`config.mk`:
```
export PLATFORM = sky130hd
export DESIGN_NAME = sort_scheduler
export DESIGN_NICKNAME = d
export VERILOG_FILES = /design/src/rtl/sort_scheduler.sv
export SDC_FILE = /design/constraint.sdc
export NUM_CORES = 2
export LEC_CHECK = 0
export BUFFER_PORTS_ARGS = -buffer_cell sky130_fd_sc_hd__buf_2
export CELL_PAD_IN_SITES_DETAIL_PLACEMENT = 0
export CELL_PAD_IN_SITES_GLOBAL_PLACEMENT = 1
export CORE_MARGIN = 2
export CORE_UTILIZATION = 52
export CTS_CLUSTER_SIZE = 24
export DETAILED_ROUTE_END_ITERATION = 16
export GPL_TIMING_DRIVEN = 0
export PLACE_DENSITY = 0.86
export SLEW_MARGIN = 10
export SYNTH_ARGS = -nofsm -noshare
export SYNTH_HDL_FRONTEND = slang
export SYNTH_SLANG_ARGS = --single-unit
```
`constraint.sdc`:
```
create_clock -name clk -period 32.1 [get_ports clk]
set_clock_uncertainty 0.05 [all_clocks]
set_input_delay 4.815 -clock clk [delete_from_list [all_inputs] [get_ports clk]]
set_output_delay 4.815 -clock clk [all_outputs]
set_load 0.03 [all_outputs]
```
`src/rtl/sort_scheduler.sv`:
```
// Queues incoming sequences, hands them one at a time to an external sorter,
// then streams the sorted result out as bytes (element 0 first, little-endian).
module sort_scheduler #(
  parameter int unsigned WIDTH  = 32,
  parameter int unsigned DEPTH  = 8,
  parameter int unsigned QDEPTH = 10
) (
  input  logic                   clk,
  input  logic                   rst,
  input  logic                   in_valid,
  input  logic [DEPTH*WIDTH-1:0] in_array,
  output logic                   sort_start,
  output logic [DEPTH*WIDTH-1:0] sort_array_out,
  input  logic                   sort_done,
  input  logic [DEPTH*WIDTH-1:0] sort_array_in,
  output logic                   tx_valid,
  output logic [7:0]             tx_byte,
  input  logic                   tx_ready,
  output logic                   busy,
  output logic                   overflow,
  output logic [15:0]            seq_count
);

  localparam int unsigned DW     = DEPTH * WIDTH;
  localparam int unsigned NBYTES = DW / 8;
  localparam int unsigned BW     = (NBYTES > 1) ? $clog2(NBYTES) : 1;
  localparam int unsigned QW     = (QDEPTH > 1) ? $clog2(QDEPTH) : 1;
  localparam int unsigned CW     = $clog2(QDEPTH + 1);

  typedef enum logic [1:0] {IDLE, START, WAIT_SORT, SEND} state_t;

  state_t          state, state_next;
  logic [DW-1:0]   mem [QDEPTH];
  logic [QW-1:0]   rd_ptr, wr_ptr;
  logic [CW-1:0]   count;
  logic [DW-1:0]   tx_data;
  logic [BW-1:0]   byte_idx;
  logic            full, pop, push, load, advance, last_byte;

  assign full      = (count == CW'(QDEPTH));
  assign pop       = (state == IDLE) && (count != '0);
  // A pop on the same edge frees a slot, so a full queue still accepts.
  assign push      = in_valid && (!full || pop);
  assign load      = (state == WAIT_SORT) && sort_done;
  assign advance   = (state == SEND) && tx_ready;
  assign last_byte = (byte_idx == BW'(NBYTES - 1));

  // Next-state logic
  always_comb begin
    state_next = state;
    case (state)
      IDLE:      if (pop) state_next = START;
      START:     state_next = WAIT_SORT;
      WAIT_SORT: if (sort_done) state_next = SEND;
      SEND:      if (tx_ready && last_byte) state_next = IDLE;
      default:   state_next = IDLE;
    endcase
  end

  // State register with status outputs registered alongside it
  always_ff @(posedge clk or negedge rst) begin
    if (!rst) begin
      state      <= IDLE;
      sort_start <= 1'b0;
      tx_valid   <= 1'b0;
      busy       <= 1'b0;
    end else begin
      state      <= state_next;
      sort_start <= (state_next == START);
      tx_valid   <= (state_next == SEND);
      busy       <= (state_next != IDLE);
    end
  end

  // Queue storage carries no reset; occupancy is tracked by the pointers
  always_ff @(posedge clk) begin
    if (push) mem[wr_ptr] <= in_array;
  end

  // Queue pointers, occupancy, sticky overflow and sorter operand
  always_ff @(posedge clk or negedge rst) begin
    if (!rst) begin
      rd_ptr         <= '0;
      wr_ptr         <= '0;
      count          <= '0;
      overflow       <= 1'b0;
      sort_array_out <= '0;
    end else begin
      if (push) wr_ptr <= (wr_ptr == QW'(QDEPTH - 1)) ? '0 : wr_ptr + 1'b1;
      if (pop) begin
        rd_ptr         <= (rd_ptr == QW'(QDEPTH - 1)) ? '0 : rd_ptr + 1'b1;
        sort_array_out <= mem[rd_ptr];
      end
      if (in_valid && !push) overflow <= 1'b1;
      case ({push, pop})
        2'b10:   count <= count + 1'b1;
        2'b01:   count <= count - 1'b1;
        default: count <= count;
      endcase
    end
  end

  // Transmit shifter: the next byte always sits in the low 8 bits
  always_ff @(posedge clk or negedge rst) begin
    if (!rst) begin
      tx_data   <= '0;
      byte_idx  <= '0;
      seq_count <= '0;
    end else if (load) begin
      tx_data  <= sort_array_in;
      byte_idx <= '0;
    end else if (advance) begin
      tx_data  <= tx_data >> 8;
      byte_idx <= byte_idx + 1'b1;
      if (last_byte) seq_count <= seq_count + 16'd1;
    end
  end

  assign tx_byte = tx_data[7:0];

endmodule

```
# After elaboration in Yosys (flattened, before gate mapping)
# Memories as Yosys holds them, arrays and structs flattened. A register that Yosys moved wholly into a read port is not among the register bits.
# Cells that the tools add are included.
totals:
  regBits: 295
  ram_bits: 2560
  input_bits: 517
  n_memories: 1
classes:
  add_sub_neg: 6
  n_eq_ne: 11
  muxes: 13
  n_bitwise: 1
  n_reduce_logical: 16
mem_list:
  columns: ["name", "depth", "width", "read_ports", "rd_clocked_by_memory_dff", "write_ports", "line", "source"]
  rows:
  - ["mem", 10, 256, 1, 1, 1, "33", "logic [DW-1:0] mem [QDEPTH];"]
op_table:
  columns: ["cell", "n"]
  rows:
  - ["$mux 256", 2]
  - ["$add 16x1->16 const B", 1]
  - ["$add 4x1->4 const B", 3]
  - ["$eq 4x4->1 const B", 3]
  - ["$mux 5", 2]
  - ["$eq 2x2->1 const B", 4]
  - ["$mux 4", 2]
  - ["$pmux 2 s4", 1]
  - ["$pmux 4 s2", 1]
  - ["$eq 2x1->1 const B", 3]
  - ["$logic_and 1x1->1", 6]
  - ["$mux 2", 3]
  - ["$reduce_bool 2->1", 3]
  - ["$add 5x1->5 const B", 1]
  - ["$eq 5x5->1 const B", 1]
  - ["$reduce_bool 4->1", 1]
  - ["$sub 4x1->4 const B", 1]
  - ["$logic_not 1->1", 3]
  - ["$reduce_and 3->1", 1]
  - ["$logic_not 2->1", 1]
  - ["$mux 1", 2]
  - ["$logic_or 1x1->1", 1]
  - ["$not 1->1", 1]

# Longest topological paths before layout
logic_depth:
  ltp_word: 6
  depth_mapped: 13
  depth_no_buf: 9

# Least setup slack after synthesis
# Ideal clock, no wire load.
synth_path:
  kind: "input to register"
  start: "input in_valid"
  end: "memory mem[8][0] (netlist name), enable pin"
  arrival_ps: 29058
  setup_slack_ps: 1493
  path_stages: 2
  n_path_buf: 0
  path_cell_list: "o21ai_1 nor4_1"
synth_via:
  elab_chain_cells: 3
synth_lines:
  columns: ["item", "line", "source"]
  rows:
  - ["from (decl)", "10", "input logic in_valid,"]
  - ["$logic_and 1x1->1", "43", "assign push = in_valid && (!full || pop);"]
  - ["$mux 1", "77", "if (push) mem[wr_ptr] <= in_array;"]
  - ["$mux 1 (not written as such)", "77", null]
  - ["to (decl)", "33", null]
# No other way between the ends.

# Final worst setup path
layout_path:
  start: "input in_valid"
  end: "memory mem[4][6] (netlist name), enable pin"
# The elaborated chain is that of the path after synthesis.

==> metrics.md <==
| Metric | Value |
|---|---|
| Rows | 175 |
| RSZ-0062 raised after global routing | false |
| Combinational fraction of design power | 9.4% |
| Tmin final | 8.46 ns |
| Net Sw Frac | 23.3% |
| Drt wl/cell | 28.8 µm |
| Total routed wirelength | 329 mm |
| Fin Setup TNS | 0 ns |
| Clk buf depth | 4 |
| Post-CTS Setup Bufs | 0 |
| Fmax | 0.118 GHz |
| Total power | 9.65 mW |
| Post-cts resize count | 0 |
| Crit Path Class | primary input to flip-flop |
| Clock network fraction of design power | 38.8% |
| ANT nets after route | 0 |
| I/O pins | 801 |
| Core footprint | 228000 µm² |
| Main synth FF type | edfxtp_1 |
| CTS H-Tree Depth | 5 |
| Worst Setup End Kind | flip-flop |
| Tot GR Track Use | 27.9% |
| Area grow syn2layout | 18.4% |
| Peak VDD IR | 0.0609 mV |
| Synth async-reset ratio | 17.7% |
| Worst setup SP type | primary input |
| Worst min-delay path category | flip-flop to flip-flop |
| Reg power frac | 51.8% |
| DRC violations left | 0 |
| P_leak | 49.1 nW |
| Area leader, netlist | edfxtp_1 |
| DRT iter0 DRCs | 7783 |
| Worst-Skew Late Latency | 0.95 ns |
| Initial core utilization | 52.4% |
| Pre-CTS WS | 22.68 ns |
| Slack of the critical path | 23.64 ns |
| CTS root buf | clkbuf_16 |
| CTS tree | done |
| Internal power | 7.40 mW |
| Die height | 483 µm |
| Die Wd | 483 µm |
| Worst EP arrival | 9.07 ns |
| Synth Cell Area | 119000 µm² |
| Actual slew at the worst max-slew pin | 1.06 ns |
| Mapped Cells | 6708 |
| Final setup vio count | 0 |
| Die area | 233000 µm² |
| IO buf count | 800 |
| Sw power | 2.25 mW |
| Worst Path Max Fanout | 9 |
| Warnings from Yosys | 0 |
| Power Density | 68.3 nW/µm² |
| Synth Register Bits | 3111 |
| Status | finished, final reports clean |
| Hold_buf cts | 0 |
| Largest net degree at the start of global routing | 107 |
| Area share of the largest cell type after synthesis | 64.4% |
| Worst EP required | 32.71 ns |
| Grt ovf | 0 |
| Routed vias | 68090 |
| CTS clk-pin slew, worst paths | 0.06 ns |
| Syn nets | 7229 |
| Share of cells above drive strength 1 | 29.4% |
| Gpl congestion | 0.914 |
| Max-slew violation count | 0 |
| Detailed Place HPWL | 221 mm |
| Final non-filler cell total | 11423 |
| Antenna violations before repair | 124 |
| Sequential element share of the synthesized area | 75.9% |
| Pre-antenna DRT Iters | 6 |
| Mapped Avg Cell Area | 17.8 µm² |
| TritonCTS Buffers | 329 |
| Max_slew headroom | 29.0% |
| Hold Vio Cnt, Final | 0 |
| Placed instance count | 10769 |
| Vias/cell | 5.96 |
| Vias in the first global route | 69490 |
| Layout Nets | 8612 |
| Area contributors post-synth | edfxtp_1, dfrtp_1, mux4_2 |
| Distinct cells, synth | 49 |
| Final period utilization | 26.4% |
| EDFF count, synth | 2560 |
| Max-Cap Viols | 0 |
| Clock tree sinks | 3111 |
| First-pass GRT wire length | 474 mm |
power by group through the flow:
| stage | sequential (mW) | clock [mW] | combinational, mW |
|---|---|---|---|
| after global routing | 5.03 | 3.95 | 0.973 |
| after detailed placement | 5.07 | 0 | 0.898 |
| after CTS | 4.99 | 3.79 | 0.907 |
| after global placement | 5.45 | 0 | 0.747 |
| after floorplan | 5.21 | 0 | 0.452 |
| final | 5.00 | 3.75 | 0.906 |
cell usage in the layout (no fill, tap or decap), drive strengths merged, types with 5 or more instances in the layout:
cell,n
edfxtp,2560
buf,1250
nand2,1008
clkbuf,661
dfrtp,551
o21ai,518
mux4,510
nor2,267
mux2i,261
mux2,258
a31oi,225
clkinv,98
diode,65
bufinv,26
xnor2,19
a22oi,18
inv,14
nand3,11
clkinvlp,11
a22o,10
nand4,9
o22ai,9
nor3,7
and3,6
a21oi,6
xor2,5
cells in the mapped netlist (all sizes together) (2+ instances only):
| library cell | count |
|---|---|
| a21oi | 6 |
| a22o | 10 |
| a22oi | 18 |
| a31oi | 225 |
| and3 | 6 |
| buf | 198 |
| clkbuf | 214 |
| dfrtp | 551 |
| edfxtp | 2560 |
| ha | 4 |
| inv | 7 |
| mux2 | 258 |
| mux2i | 261 |
| mux4 | 510 |
| nand2 | 1008 |
| nand3 | 11 |
| nand3b | 3 |
| nand4 | 9 |
| nor2 | 267 |
| nor2b | 4 |
| nor3 | 7 |
| o211ai | 2 |
| o21ai | 518 |
| o22ai | 9 |
| or2 | 3 |
| or3 | 3 |
| xnor2 | 19 |
| xor2 | 5 |
critical path, cell delays in order:
cell     delay, ns
buf_2         0.15
o21ai_1       0.28
or3_1         0.57
nor3_2        0.65
buf_4         0.34
buf_4         0.24
buf_6         0.18
buf_4         0.22
buf_4         0.21
buf_4         0.20
buf_6         0.17
buf_4         0.23
buf_4         0.25
buf_4         0.25
buf_4         0.24
final timing paths:
kind	start	end	slack [ns]	cells past startpoint
setup / recovery	in_valid	mem[4][6]	23.64	15
hold / removal	tx_data[245]	tx_data[245]	0.42	2
setup reg to reg	count[2]	mem[4][6]	26.79	16
hold reg to reg	tx_data[245]	tx_data[245]	0.42	2
max in group asynchronous	rst	sort_array_out[231]	26.42	3
min in group asynchronous	rst	seq_count[13]	3.86	1
per-stage QoR:
stage	hold slack, ns	instance area [µm²]	utilization (%)
final	0.424	141000	62.0
after detailed placement	0.413	131000	57.3
after CTS	0.427	141000	61.9
after floorplan	0.396	119000	-
after global routing	0.451	141000	62.0
after global placement	0.409	127000	55.8
area by class of cell:
cell class / instances / area (µm²)
Multi-Input combinational cell: 3178 / 26800
Fill cell: 15722 / 86600
Timing Repair Buffer: 1052 / 7330
Sequential cell: 3111 / 90700
Tap cell: 3009 / 3760
Clock inverter: 142 / 1400
Inverter: 7 / 26.3
Clock buffer: 447 / 9200
Buffer: 412 / 1950
Antenna cell: 65 / 163
flip-flops by register name (all words and copies together) (netlist names), 2 cells and up:
| signal | flops |
|---|---|
| byte_idx | 5 |
| count | 4 |
| mem | 2560 |
| rd_ptr | 4 |
| seq_count | 16 |
| sort_array_out | 256 |
| state | 2 |
| tx_data | 256 |
| wr_ptr | 4 |
layer usage:
layer | share of wire, % | track usage (%)
met1 | 37 | 36.2
met2 | 47 | 43.9
met3 | 10 | 7.74
met4 | 4.9 | 13.1
met5 | 0.17 | 0
cells by family (layout without fill, tap and decap cells):
| group | Yosys count | after routing | share of synthesized area, % |
|---|---|---|---|
| fa+ha+maj | 4 | 4 | 0.0419 |
| mux | 1029 | 1029 | 14.2 |
| compound gates | 794 | 794 | 3.68 |
| buf+inv | 419 | 2060 | 1.65 |
| xor+xnor | 24 | 24 | 0.176 |
| other cells | 0 | 65 | 0 |
| flops | 3111 | 3111 | 75.9 |
| simple gates | 1327 | 1327 | 4.28 |
Note: power is estimated with default switching activity, not from simulation.
